<file path="src/rtl/jt12_wr_pkg.sv">
// jt12_wr_pkg: shared types and constants for the YM2612 write scheduler
package jt12_wr_pkg;
    localparam int ENTRY_W = 10;
    localparam logic HOST_A = 1'b0;
    localparam logic HOST_B = 1'b1;
    typedef enum logic [1:0] {IDLE, GAP, WAIT} drain_t;
endpackage

</file>
<file path="src/rtl/jt12_wr_fifo.sv">
// jt12_wr_fifo: register FIFO holding {addr, din} entries for the write scheduler
module jt12_wr_fifo import jt12_wr_pkg::*; #(
    parameter int DEPTH = 8,
    parameter int W     = ENTRY_W
) (
    input  logic                     clk,
    input  logic                     rst_n,
    input  logic                     flush,
    input  logic                     push,
    input  logic                     pop,
    input  logic [W-1:0]             din,
    output logic [W-1:0]             dout,
    output logic [$clog2(DEPTH):0]   level,
    output logic                     full,
    output logic                     empty
);
    localparam int AW = $clog2(DEPTH);
    logic [W-1:0]  mem [DEPTH];
    logic [AW-1:0] wr_ptr, rd_ptr;
    logic          do_push, do_pop;

    assign do_pop  = pop && !empty;
    assign do_push = push && (!full || do_pop);
    assign full    = level == (AW+1)'(DEPTH);
    assign empty   = level == '0;
    assign dout    = mem[rd_ptr];

    always_ff @(posedge clk or negedge rst_n) begin
        if (!rst_n) begin
            wr_ptr <= '0;
            rd_ptr <= '0;
            level  <= '0;
        end else if (flush) begin
            wr_ptr <= '0;
            rd_ptr <= '0;
            level  <= '0;
        end else begin
            if (do_push) wr_ptr <= wr_ptr + 1'b1;
            if (do_pop) rd_ptr <= rd_ptr + 1'b1;
            level <= level + {{AW{1'b0}}, do_push} - {{AW{1'b0}}, do_pop};
        end
    end

    always_ff @(posedge clk)
        if (do_push && !flush) mem[wr_ptr] <= din;
endmodule

</file>
<file path="src/rtl/jt12_wr_sched.sv">
// jt12_wr_sched: arbitrates two hosts' YM2612 writes into a FIFO and replays them
// to jt12_syn, keeping each address/data pair from one host together.
module jt12_wr_sched import jt12_wr_pkg::*; #(
    parameter int DEPTH   = 8,
    parameter int MIN_GAP = 2
) (
    input  logic                     clk,
    input  logic                     rst_n,
    input  logic                     flush,
    input  logic                     a_req,
    input  logic [1:0]               a_addr,
    input  logic [7:0]               a_din,
    output logic                     a_ack,
    input  logic                     b_req,
    input  logic [1:0]               b_addr,
    input  logic [7:0]               b_din,
    output logic                     b_ack,
    input  logic                     syn_busy,
    output logic                     syn_write,
    output logic [1:0]               syn_addr,
    output logic [7:0]               syn_din,
    output logic [$clog2(DEPTH):0]   level,
    output logic                     full,
    output logic                     empty
);
    localparam int CW = $clog2(MIN_GAP + 1);
    drain_t               state, nxt_state;
    logic [CW-1:0]        cnt, nxt_cnt;
    logic                 lock_v, lock_own, rr;
    logic                 elig_a, elig_b, gnt_a, gnt_b, push, issue;
    logic [1:0]           push_addr;
    logic [7:0]           push_din;
    logic [ENTRY_W-1:0]   head;

    // a host being acked this cycle still shows its old request, so it sits out
    assign elig_a    = a_req && !a_ack && (!lock_v || lock_own == HOST_A);
    assign elig_b    = b_req && !b_ack && (!lock_v || lock_own == HOST_B);
    assign gnt_a     = !full && !flush && elig_a && (!elig_b || rr == HOST_A);
    assign gnt_b     = !full && !flush && elig_b && (!elig_a || rr == HOST_B);
    assign push      = gnt_a || gnt_b;
    assign push_addr = gnt_b ? b_addr : a_addr;
    assign push_din  = gnt_b ? b_din : a_din;

    jt12_wr_fifo #(.DEPTH(DEPTH), .W(ENTRY_W)) u_fifo (
        .clk   (clk),
        .rst_n (rst_n),
        .flush (flush),
        .push  (push),
        .pop   (issue),
        .din   ({push_addr, push_din}),
        .dout  (head),
        .level (level),
        .full  (full),
        .empty (empty)
    );

    always_ff @(posedge clk or negedge rst_n) begin
        if (!rst_n) begin
            a_ack    <= 1'b0;
            b_ack    <= 1'b0;
            lock_v   <= 1'b0;
            lock_own <= HOST_A;
            rr       <= HOST_A;
        end else begin
            a_ack <= gnt_a;
            b_ack <= gnt_b;
            if (elig_a && elig_b && push) rr <= gnt_a ? HOST_B : HOST_A;
            if (flush) lock_v <= 1'b0;
            else if (push) begin
                lock_v   <= !push_addr[0];
                lock_own <= gnt_b ? HOST_B : HOST_A;
            end
        end
    end

    always_comb begin
        nxt_state = state;
        nxt_cnt   = cnt;
        issue     = 1'b0;
        if (flush) nxt_state = IDLE;
        else begin
            unique case (state)
                IDLE: if (!empty && !syn_busy) begin
                    issue     = 1'b1;
                    nxt_state = GAP;
                    nxt_cnt   = '0;
                end
                GAP: begin
                    nxt_cnt = cnt + 1'b1;
                    if (cnt == CW'(MIN_GAP - 1)) nxt_state = WAIT;
                end
                WAIT: if (!syn_busy) nxt_state = IDLE;
                default: nxt_state = IDLE;
            endcase
        end
    end

    always_ff @(posedge clk or negedge rst_n) begin
        if (!rst_n) begin
            state     <= IDLE;
            cnt       <= '0;
            syn_write <= 1'b0;
            syn_addr  <= '0;
            syn_din   <= '0;
        end else begin
            state     <= nxt_state;
            cnt       <= nxt_cnt;
            syn_write <= issue;
            if (issue) {syn_addr, syn_din} <= head;
        end
    end
endmodule

</file>
<file path="config.mk">
export PLATFORM = sky130hd
export DESIGN_NAME = jt12_wr_sched
export DESIGN_NICKNAME = d
export VERILOG_FILES = /design/src/rtl/jt12_wr_pkg.sv /design/src/rtl/jt12_wr_fifo.sv /design/src/rtl/jt12_wr_sched.sv
export SDC_FILE = /design/constraint.sdc
export NUM_CORES = 1
export LEC_CHECK = 0
export BUFFER_PORTS_ARGS = -buffer_cell sky130_fd_sc_hd__buf_2
export CORE_MARGIN = 4
export CORE_UTILIZATION = 50
export DETAILED_ROUTE_END_ITERATION = 6
export MAX_ROUTING_LAYER = met4
export PLACE_DENSITY = 0.69
export REMOVE_ABC_BUFFERS = 1
export SLEW_MARGIN = 25
export SYNTH_ARGS = -nofsm -noshare
export SYNTH_HDL_FRONTEND = slang
export SYNTH_SLANG_ARGS = --single-unit
</file>
<file path="constraint.sdc">
create_clock -name clk -period 3.6 [get_ports clk]
set_clock_uncertainty 0.1 [all_clocks]
set_input_delay 0.72 -clock clk [delete_from_list [all_inputs] [get_ports clk]]
set_output_delay 0.72 -clock clk [all_outputs]
set_load 0.01 [all_outputs]
</file>
; Word level (Yosys, flattened, before mapping)
; Memory sizes are Yosys's and may differ from the RTL's. A register that Yosys moved wholly into a read port is not among the register bits.
; Index checks and enable logic that the tools add are counted.
[word_totals]
ff_bits = 20
mem_bits_rw = 80
word_cells = 92
n_memories = 1
[memory_table]
columns = memory, words, width, read_ports, rd_clocked_by_memory_dff, wr, line
row1 = u_fifo.mem, 8, 10, 1, 1, 1, jt12_wr_fifo.sv:18  ; logic [W-1:0] mem [DEPTH];
[classes]
add_sub_neg = 5
eq_ne = 8
mux = 23
bitwise = 3
n_reduce_logical = 41
[ops]
columns = cell, n
row1 = $logic_and A1 B1 Y1, 15
row2 = $mux W2, 6
row3 = $mux W3, 4
row4 = $logic_not A1 Y1, 11
row5 = $mux W1, 9
row6 = $ne A3 B3 Y1 const B, 3
row7 = $mux W8, 1
row8 = $reduce_bool A2 Y1, 4
row9 = $add A3 B1 Y3 const B, 2
row10 = $logic_or A1 B1 Y1, 6
row11 = $pmux W2 S3, 1
row12 = $reduce_and A3 Y1, 2
row13 = $add A4 B1 Y4, 1
row14 = $eq A2 B1 Y1 const B, 2
row15 = $eq A4 B4 Y1 const B, 1
row16 = $logic_not A4 Y1, 1
row17 = $mux W4, 1
row18 = $pmux W2 S2, 1
row19 = $sub A4 B1 Y4, 1
row20 = $not A1 Y1, 3
row21 = $add A2 B1 Y2 const B, 1
row22 = $eq A2 B2 Y1 const B, 1
row23 = $logic_not A2 Y1, 1
row24 = $ne A2 B2 Y1 const B, 1
row25 = $reduce_and A2 Y1, 1

; Logic depth before layout (Yosys ltp)
; Gate-level depths: netlist of run 1.
[logic_depth]
depth_word = 12
ltp_mapped = 13
mapped_depth_nobuf = 12

; Modules after synthesis
; From an unflattened synthesis of run 1, not the netlist that was laid out.
[hier_totals]
hier_cells = 278
hier_area_um2 = 4759.6
[modules_own_cells]
columns = module, instances, cells_per_inst, area_each_um2
row1 = jt12_wr_fifo, 1, 200, 3749.8
row2 = jt12_wr_sched, 1, 78, 1009.7

; Least setup slack after synthesis of run 1
; OpenSTA, ideal clock, no wires.
[synth_path]
path_kind = input port to flip-flop
from = in a_req
to = mem u_fifo.mem[1][0] (netlist bit), enable pin
setup_ps = 404
arrival_ps = 2257
t_required_ps = 3096
slack_ps = 839
cell_stages = 4
path_buffers = 0
path_cell_list = nand2b_1 a21oi_1 o21ai_4 nor4_1
[synth_between]
elab_chain_len = 10
[synth_lines]
columns = item, line
row1 = from (decl), jt12_wr_sched.sv:10  ; input logic a_req,
row2 = $logic_and A1 B1 Y1 (*) (2 in series), jt12_wr_sched.sv:36  ; assign elig_a = a_req && !a_ack && (!lock_v || lock_own == HOST_A);
row3 = $logic_not A1 Y1, jt12_wr_sched.sv:39  ; assign gnt_b = !full && !flush && elig_b && (!elig_a || rr == HOST_B);
row4 = $logic_or A1 B1 Y1, jt12_wr_sched.sv:39
row5 = $logic_and A1 B1 Y1, jt12_wr_sched.sv:39
row6 = $logic_or A1 B1 Y1 (*), jt12_wr_sched.sv:40  ; assign push = gnt_a || gnt_b;
row7 = $logic_and A1 B1 Y1 (*), jt12_wr_fifo.sv:23  ; assign do_push = push && (!full || do_pop);
row8 = $logic_and A1 B1 Y1 (*), jt12_wr_fifo.sv:45  ; if (do_push && !flush) mem[wr_ptr] <= din;
row9 = $mux W1 (*), jt12_wr_fifo.sv:45
row10 = $mux W1 (implied by the code) (*), jt12_wr_fifo.sv:45
row11 = to (decl), jt12_wr_fifo.sv:18
; Mark *: on every way between the ends. The rest lies on a longest branch, timed or not.

; Final worst setup path of run 1
[layout_path]
from = reg u_fifo.level[2]
to = mem u_fifo.mem[1][9] (netlist bit) (data pin)
[layout_between]
elab_chain_len = 6
[layout_lines]
columns = item, line
row1 = from (decl), jt12_wr_fifo.sv:13  ; output logic [$clog2(DEPTH):0] level,
row2 = from (signal assigned), jt12_wr_fifo.sv:40  ; level <= level + {{AW{1'b0}}, do_push} - {{AW{1'b0}}, do_pop};
row3 = $eq A4 B4 Y1, jt12_wr_fifo.sv:24  ; assign full = level == (AW+1)'(DEPTH);
row4 = $logic_not A1 Y1, jt12_wr_sched.sv:39
row5 = $logic_and A1 B1 Y1 (3 in series), jt12_wr_sched.sv:39
row6 = $mux W2, jt12_wr_sched.sv:41  ; assign push_addr = gnt_b ? b_addr : a_addr;
row7 = named net push_addr[1], jt12_wr_sched.sv:31  ; logic [1:0] push_addr;
; The timed path passes the listed nets, and every way through them passes these cells.

==> results of run 1 <==
-- placed cells by master, fill, tap and decap left out, drive strengths merged, types with 2 or more instances in the layout --
cell type and instances:
nor3 3, o211ai 2, nand3 3, buf 53, edfxtp 80, a21oi 4, nor2 7, xnor2 3
clkinv 4, nand2 16, clkbuf 9, a21o 2, nand3b 4, mux2i 13, dfrtp 30, nor3b 2
nand2b 4, mux4 20, mux2 11, nor2b 4, inv 16, nor4 5, o21ai 14, nor4b 2
ha 9, and4 2
-- layout make-up --
cell class	count	area [um2]	area share (%)
multi-input cells	136	1410	27.0
inverters	15	56.3	1.08
repair buffers	53	288	5.50
well taps	108	135	2.58
clock buffers	9	124	2.37
clock inverters	7	63.8	1.22
flip-flops and latches	110	3150	60.3
-- metal layers --
| layer | share of wire (%) | track usage (%) |
|---|---|---|
| met3 | 3.4 | 2.92 |
| met4 | 1.2 | 5.41 |
| met2 | 50 | 25.2 |
| met1 | 46 | 22.6 |
| met5 | 0 | - |
-- metrics by stage --
step           util, %  hold WS [ps]  instance area (um2)
3_3_place_gp      56.7           365                 5040
4_1_cts           58.8           346                 5230
6_report          58.8           319                 5230
2_1_floorplan        -           324                 4600
5_1_grt           58.8           378                 5230
3_5_place_dp      56.7           371                 5040
-- power by group --
part,switching (uW),internal (uW),total [uW]
registers,167,1590,1760
clock network,395,318,713
logic,456,415,870
-- critical path, stage by stage, from the launching register on --
cell	delay, ps
dfrtp_1	420
inv_1	120
ha_1	160
nor3b_1	350
nor2_2	150
nand2_1	580
mux2_1	490
-- how the worst min path moves through the flow --
stage	to	startpoint	cells after the start	slack, ps
2_1_floorplan	a_ack$_DFF_PN0_	rst_n	0	320
3_3_place_gp	syn_din[5]$_DFFE_PN0N_	syn_din[5]$_DFFE_PN0N_	2	360
3_5_place_dp	syn_din[5]$_DFFE_PN0N_	syn_din[5]$_DFFE_PN0N_	2	370
4_1_cts	u_fifo.level[3]$_DFF_PN0_	rst_n	1	350
5_1_grt	syn_din[5]$_DFFE_PN0N_	rst_n	1	380
6_report	state[0]$_DFFE_PN0P_	rst_n	1	320
-- kinds of logic after synthesis --
kind of cell | count (synthesis)
AND/OR/NAND/NOR | 53
adder cells (fa/ha/maj) | 10
multiplexers | 44
buffers and inverters | 25
flip-flops | 110
XOR/XNOR | 4
AO/OA/AOI/OAI | 25
-- flip-flops by register name (all words and copies together) (netlist names) --
register,cells
cnt,2
b_ack,1
syn_write,1
state,2
syn_addr,2
lock_v,1
syn_din,8
u_fifo.wr_ptr,3
a_ack,1
u_fifo.mem,80
u_fifo.rd_ptr,3
u_fifo.level,4
lock_own,1
rr,1
==> run_results.csv, run 1 <==
group,metric,value,unit
status,status,"finished clean",
critical_path,rr_worst_depth,6,
timing,finalCritPeriodShare,74.1,%
routing,drt_pass1_iterations,4,
layout,finalNetCount,361,
clock_tree,cts_inserted_buffers,9,
critical_path,end_kind,"register",
floorplan,core,8890,um2
hold_path,hold_class,"primary input to asynchronous set/reset pin",
placed_design,post-place-ws,855,ps
synthesis,synth_fa_ha_area_share,2.85,%
clock_tree,ctsHoldBuffers,0,
critical_path,crit_arrival,2640,ps
power,power.leakage,0.00201,uW
clock_tree,cts_root_buf,"clkbuf_8",
synthesis,synth_top_family_by_area,"multiplexers",
synthesis,avgSynthCellArea,17.2,um2
global_routing,track_usage,16.5,%
critical_path,cp-endpoint,"u_fifo.mem[1][9]$_DFFE_PP_",
synthesis,yosysWarnings,0,
timing,setup_ws,931,ps
timing,setup_viol,0,
clock_tree,clock_latency,350,ps
global_routing,antenna_found_initial,0,
critical_path,startpoint,"u_fifo.level[2]$_DFF_PN0_",
placed_design,dp.cells,422,
synthesis,ys_async_sr_fraction,27.3,%
placed_design,dp_hpwl,5250,um
synthesis,synth-xor-area-share,0.754,%
synthesis,synthMuxAreaShare,15.8,%
synthesis,ys.flop_type,"edfxtp_1",
routing,ant_nets,0,
power,p_per_area,639,nW/um2
timing,layout_min_cycle_time,2670,ps
floorplan,dieWidth,104,um
clock_tree,cts_setup_buffers,0,
critical_path,ff2ff_setup_slack,930,ps
global_routing,grt_pass1_wl,13400,um
timing,rsz0062_at_grt,"no",
timing,slew_violations,0,
timing,finalHoldViolations,0,
timing,fin_setup_tns,0,ps
synthesis,synth_edf_count,80,
synthesis,yosysUniqueCellTypes,41,
clock_tree,clkSinkCount,110,
timing,fmax,375,MHz
timing,relSlewSlack,34.2,%
critical_path,worst-setup-path-type,"register to register",
clock_tree,ctsResizeCount,0,
layout,drive_above_1_share,32.4,%
synthesis,synthCells,271,
power,p_total,3340,uW
synthesis,synth.top_cell.area_share,51.7,%
global_routing,first_global_vias,2474,
layout,instances_no_fill,438,
routing,totalWireLength,8190,um
routing,drc_errors,0,
synthesis,ys_ff_latch,110,
critical_path,rr_startpoint,"u_fifo.level[2]$_DFF_PN0_",
power,ir_worst_vdd,0.289,mV
routing,viasPerCell,5.50,
floorplan,initial_core_util,52.3,%
synthesis,synth_area,4650,um2
critical_path,r2r_end,"u_fifo.mem[1][9]$_DFFE_PP_",
clock_tree,path_clk_slew,90,ps
timing,tightestPinTransition,987,ps
placed_design,numPortBuffers,44,
critical_path,worst-path-max-fanout,12,
global_routing,grt_start_max_net_pins,31,
synthesis,yosysMostFrequentCell,"edfxtp_1",
synthesis,synth-simple-area-share,7.08,%
floorplan,ioPinCount,45,
clock_tree,ctsHtreeMaxLevel,3,
floorplan,num_rows,34,
layout,fillers,687,
synthesis,yosysSeqAreaShare,67.8,%
critical_path,critical_path_required,3570,ps
clock_tree,clk_path_buf_depth,2,
clock_tree,cts_tree,"done",
synthesis,ys_top_cells_by_area,"edfxtp_1 (52%), dfrtp_1 (16%), mux4_2 (9.7%)",
floorplan,dieArea,10900,um2
routing,vias,2410,
synthesis,synth_compound_gate_area_share,3.34,%
floorplan,die_h,104,um
routing,initialDrtViolationCount,142,
layout,diodes,0,
routing,wire_per_inst,18.7,um
global_routing,overflow,0,
job,cap_violations,0,
synthesis,yosys.area.top_type,"edfxtp_1",
placed_design,gp_congestion,0.790,
synthesis,synthTopCellsByCount,"edfxtp_1 (80), dfrtp_1 (30), mux4_2 (20), nand2_1 (16), inv_1 (14)",
critical_path,worstSetupStartpointType,"register",
layout,syn_to_final_growth,12.5,%
No activity file was read; power rests on OpenSTA's default activity.
==> run 2, diff against run 1 <==
ABC_AREA = 1   (was default)
PLACE_DENSITY = 0.72   (was 0.69)
clock period = 2.2 ns   (was 3.6 ns; I/O delays follow)
==> run 2 against run 1 <==
Die area grew 3.0%; routed wire length grew 31%; critical path depth grew 5; combinational power grew 140%; non-clock buffer count grew 24; power grew 83%; clock power grew 65%; maximum frequency grew 24%; critical path type unchanged; worst hold slack lost 310 ps; cell area grew 7.2%; largest power group unchanged; setup slack lost 890 ps.
==> run_results.csv, run 2 <==
group,metric,value,unit
power,pwr-share-comb,34.8,%
clock_tree,cts_root_buf,"clkbuf_8",
critical_path,critical_path_required,2400,ps
power,switching_power,2270,uW
critical_path,crit_path_max_incr_delay,570,ps
synthesis,synth.top_cell.area_share,50.1,%
critical_path,rr_startpoint,"u_fifo.level[3]$_DFF_PN0_",
layout,regMostFlops,"u_fifo.mem",
layout,syn_to_final_growth,17.0,%
synthesis,synth-simple-area-share,21.0,%
global_routing,grt_pass1_wl,16800,um
timing,layout_min_cycle_time,2160,ps
synthesis,avgSynthCellArea,10.6,um2
critical_path,end_kind,"register",
synthesis,synthTopCellsByCount,"nor2_1 (96), nand2_1 (81), edfxtp_1 (80), o21ai_0 (36)",
clock_tree,ctsHtreeMaxLevel,3,
routing,initialDrtViolationCount,203,
routing,drt_pass1_iterations,5,
placed_design,gp_congestion,0.818,
routing,viasPerCell,5.16,
power,netSwitchingFraction,37.1,%
floorplan,initial_core_util,51.7,%
critical_path,worstSetupStartpointType,"register",
routing,totalWireLength,10700,um
hold_path,hold_class,"primary input to asynchronous set/reset pin",
status,status,"finished clean",
clock_tree,clk_path_buf_depth,2,
critical_path,critPathSlowestCell,"fa_2",
layout,fin_util,60.4,%
synthesis,synth_top_family_by_area,"simple AND/OR/NAND/NOR gates",
timing,relSlewSlack,52.5,%
synthesis,synth_compound_gate_area_share,5.82,%
routing,wire_per_inst,16.4,um
synthesis,synth_edf_count,80,
timing,timing.hold.ws,11.4,ps
placed_design,numPortBuffers,44,
job,cap_violations,0,
power,p_clk_share,19.3,%
layout,final_common_cell,"nor2_1",
timing,slew_violations,0,
critical_path,crit_chain,"inv_2 > ha_4 > nand2_4 > nand2_4 > nor2_4 > ha_4 > inv_2 > ha_4 > fa_2 > inv_2 > nor2_1",
synthesis,synth-xor-area-share,0.365,%
routing,drc_errors,0,
floorplan,dieWidth,106,um
timing,fmax,464,MHz
power,power.leakage,0.00236,uW
clock_tree,cts_tree,"done",
synthesis,yosysUniqueCellTypes,29,
synthesis,yosys.area.top_type,"edfxtp_1",
clock_tree,ctsHoldBuffers,0,
critical_path,crit_buf_inv,3,
critical_path,r2r_end,"u_fifo.level[1]$_DFF_PN0_",
power,power_frac_seq,45.9,%
critical_path,worst-path-max-fanout,3,
layout,diodes,0,
routing,ant_nets,0,
floorplan,dieArea,11200,um2
placed_design,dp.cells,632,
synthesis,ys_ff_latch,110,
floorplan,core,9280,um2
critical_path,cp.depth,11,
global_routing,overflow,0,
timing,fin_setup_tns,0,ps
synthesis,ys_async_sr_fraction,27.3,%
synthesis,synthCells,453,
floorplan,num_rows,35,
critical_path,path_delay_family,"adder cells",
synthesis,yosysSeqAreaShare,65.7,%
synthesis,synth_area,4800,um2
critical_path,rr_worst_depth,11,
layout,drive_above_1_share,24.3,%
critical_path,worst-setup-path-type,"register to register",
timing,finalCritPeriodShare,98.0,%
placed_design,post-place-ws,-72.8,ps
global_routing,grt_start_max_net_pins,43,
clock_tree,clkSinkCount,110,
layout,fillers,777,
synthesis,yosysMostFrequentCell,"nor2_1",
timing,tightestPinTransition,713,ps
layout,largest_reg_flops,80,
layout,instances_no_fill,656,
synthesis,synthMuxAreaShare,0,%
critical_path,crit_arrival,2360,ps
synthesis,ys_top_cells_by_area,"edfxtp_1 (50%), dfrtp_1 (16%), nor2_1 (7.5%)",
global_routing,antenna_found_initial,0,
critical_path,ff2ff_setup_slack,40,ps
timing,setup_viol,0,
power,p_int,3850,uW
power,p_per_area,1090,nW/um2
clock_tree,cts_inserted_buffers,9,
layout,finalNetCount,558,
global_routing,track_usage,19.9,%
timing,finalHoldViolations,0,
layout,top_regs,"u_fifo.mem (80), syn_din (8), u_fifo.level (4)",
routing,vias,3386,
global_routing,first_global_vias,3290,
power,ir_worst_vdd,0.575,mV
synthesis,ys.flop_type,"edfxtp_1",
synthesis,synth_fa_ha_area_share,2.76,%
clock_tree,path_clk_slew,110,ps
timing,setup_ws,43.2,ps
layout,final_cell_mix,"nor2_1 (95), edfxtp_1 (80), nand2_1 (79)",
placed_design,dp_hpwl,6740,um
floorplan,ioPinCount,45,
clock_tree,clock_latency,370,ps
synthesis,yosysWarnings,0,
floorplan,die_h,106,um
[run 2: worst max path at each step]
| stage | startpoint | end | slack, ps |
|---|---|---|---|
| 2_1_floorplan | u_fifo.level[2]$_DFF_PN0_ | u_fifo.level[1]$_DFF_PN0_ | -170 |
| 3_3_place_gp | u_fifo.level[2]$_DFF_PN0_ | u_fifo.level[2]$_DFF_PN0_ | 70 |
| 3_5_place_dp | u_fifo.level[2]$_DFF_PN0_ | u_fifo.level[2]$_DFF_PN0_ | -70 |
| 4_1_cts | u_fifo.level[2]$_DFF_PN0_ | u_fifo.level[1]$_DFF_PN0_ | 4 |
| 5_1_grt | u_fifo.level[2]$_DFF_PN0_ | u_fifo.level[1]$_DFF_PN0_ | -50 |
| 6_report | u_fifo.level[3]$_DFF_PN0_ | u_fifo.level[1]$_DFF_PN0_ | 40 |
[run 2: logic make-up (layout without fill, tap and decap cells)]
family / Yosys count / in the layout
and+or+nand+nor: 230 / 230
DFF: 110 / 110
AOI/OAI and AO/OA: 53 / 53
buffers and inverters: 48 / 122
adders and majority gates: 10 / 10
xor gates and xnor gates: 2 / 2
[run 2: repair_timing]
item,4_1_cts,5_1_grt
resized for setup,4,11
buffers inserted,1,7
pin swaps,1,5
setup endpoints to repair,2,2
[run 2: power groups by stage]
stage	combinational (uW)	clock, uW	sequential, uW
3_3_place_gp	1890	0	2840
3_5_place_dp	1950	0	2850
4_1_cts	1990	1200	2810
2_1_floorplan	1130	0	2930
5_1_grt	2390	1270	2850
6_report	2130	1180	2810
[run 2: layer usage]
layer | vias to the layer above | GRT usage (%) | share of wire, %
met5 | - | - | 0
met4 | 0 | 6.94 | 2.0
met3 | 20 | 2.43 | 3.8
met2 | 75 | 34.5 | 51
met1 | 1640 | 24.4 | 43
li1 | 1651 | - | -
[run 2: metrics by stage]
step	cell area [um2]	total power, uW
after global routing	5610	6510
after global placement	5310	4730
final	5610	6130
after floorplan	4700	4070
after CTS	5510	6000
after detailed placement	5310	4800
[run 2: area by class of cell]
| class | instances | area [um2] | area share, % |
|---|---|---|---|
| clock buffers | 10 | 128 | 2.27 |
| clock inverters | 6 | 60.1 | 1.07 |
| inverters | 29 | 109 | 1.94 |
| multi-input cells | 295 | 1490 | 26.6 |
| flip-flops and latches | 110 | 3150 | 56.2 |
| well taps | 129 | 161 | 2.88 |
| repair buffers | 77 | 505 | 9.01 |
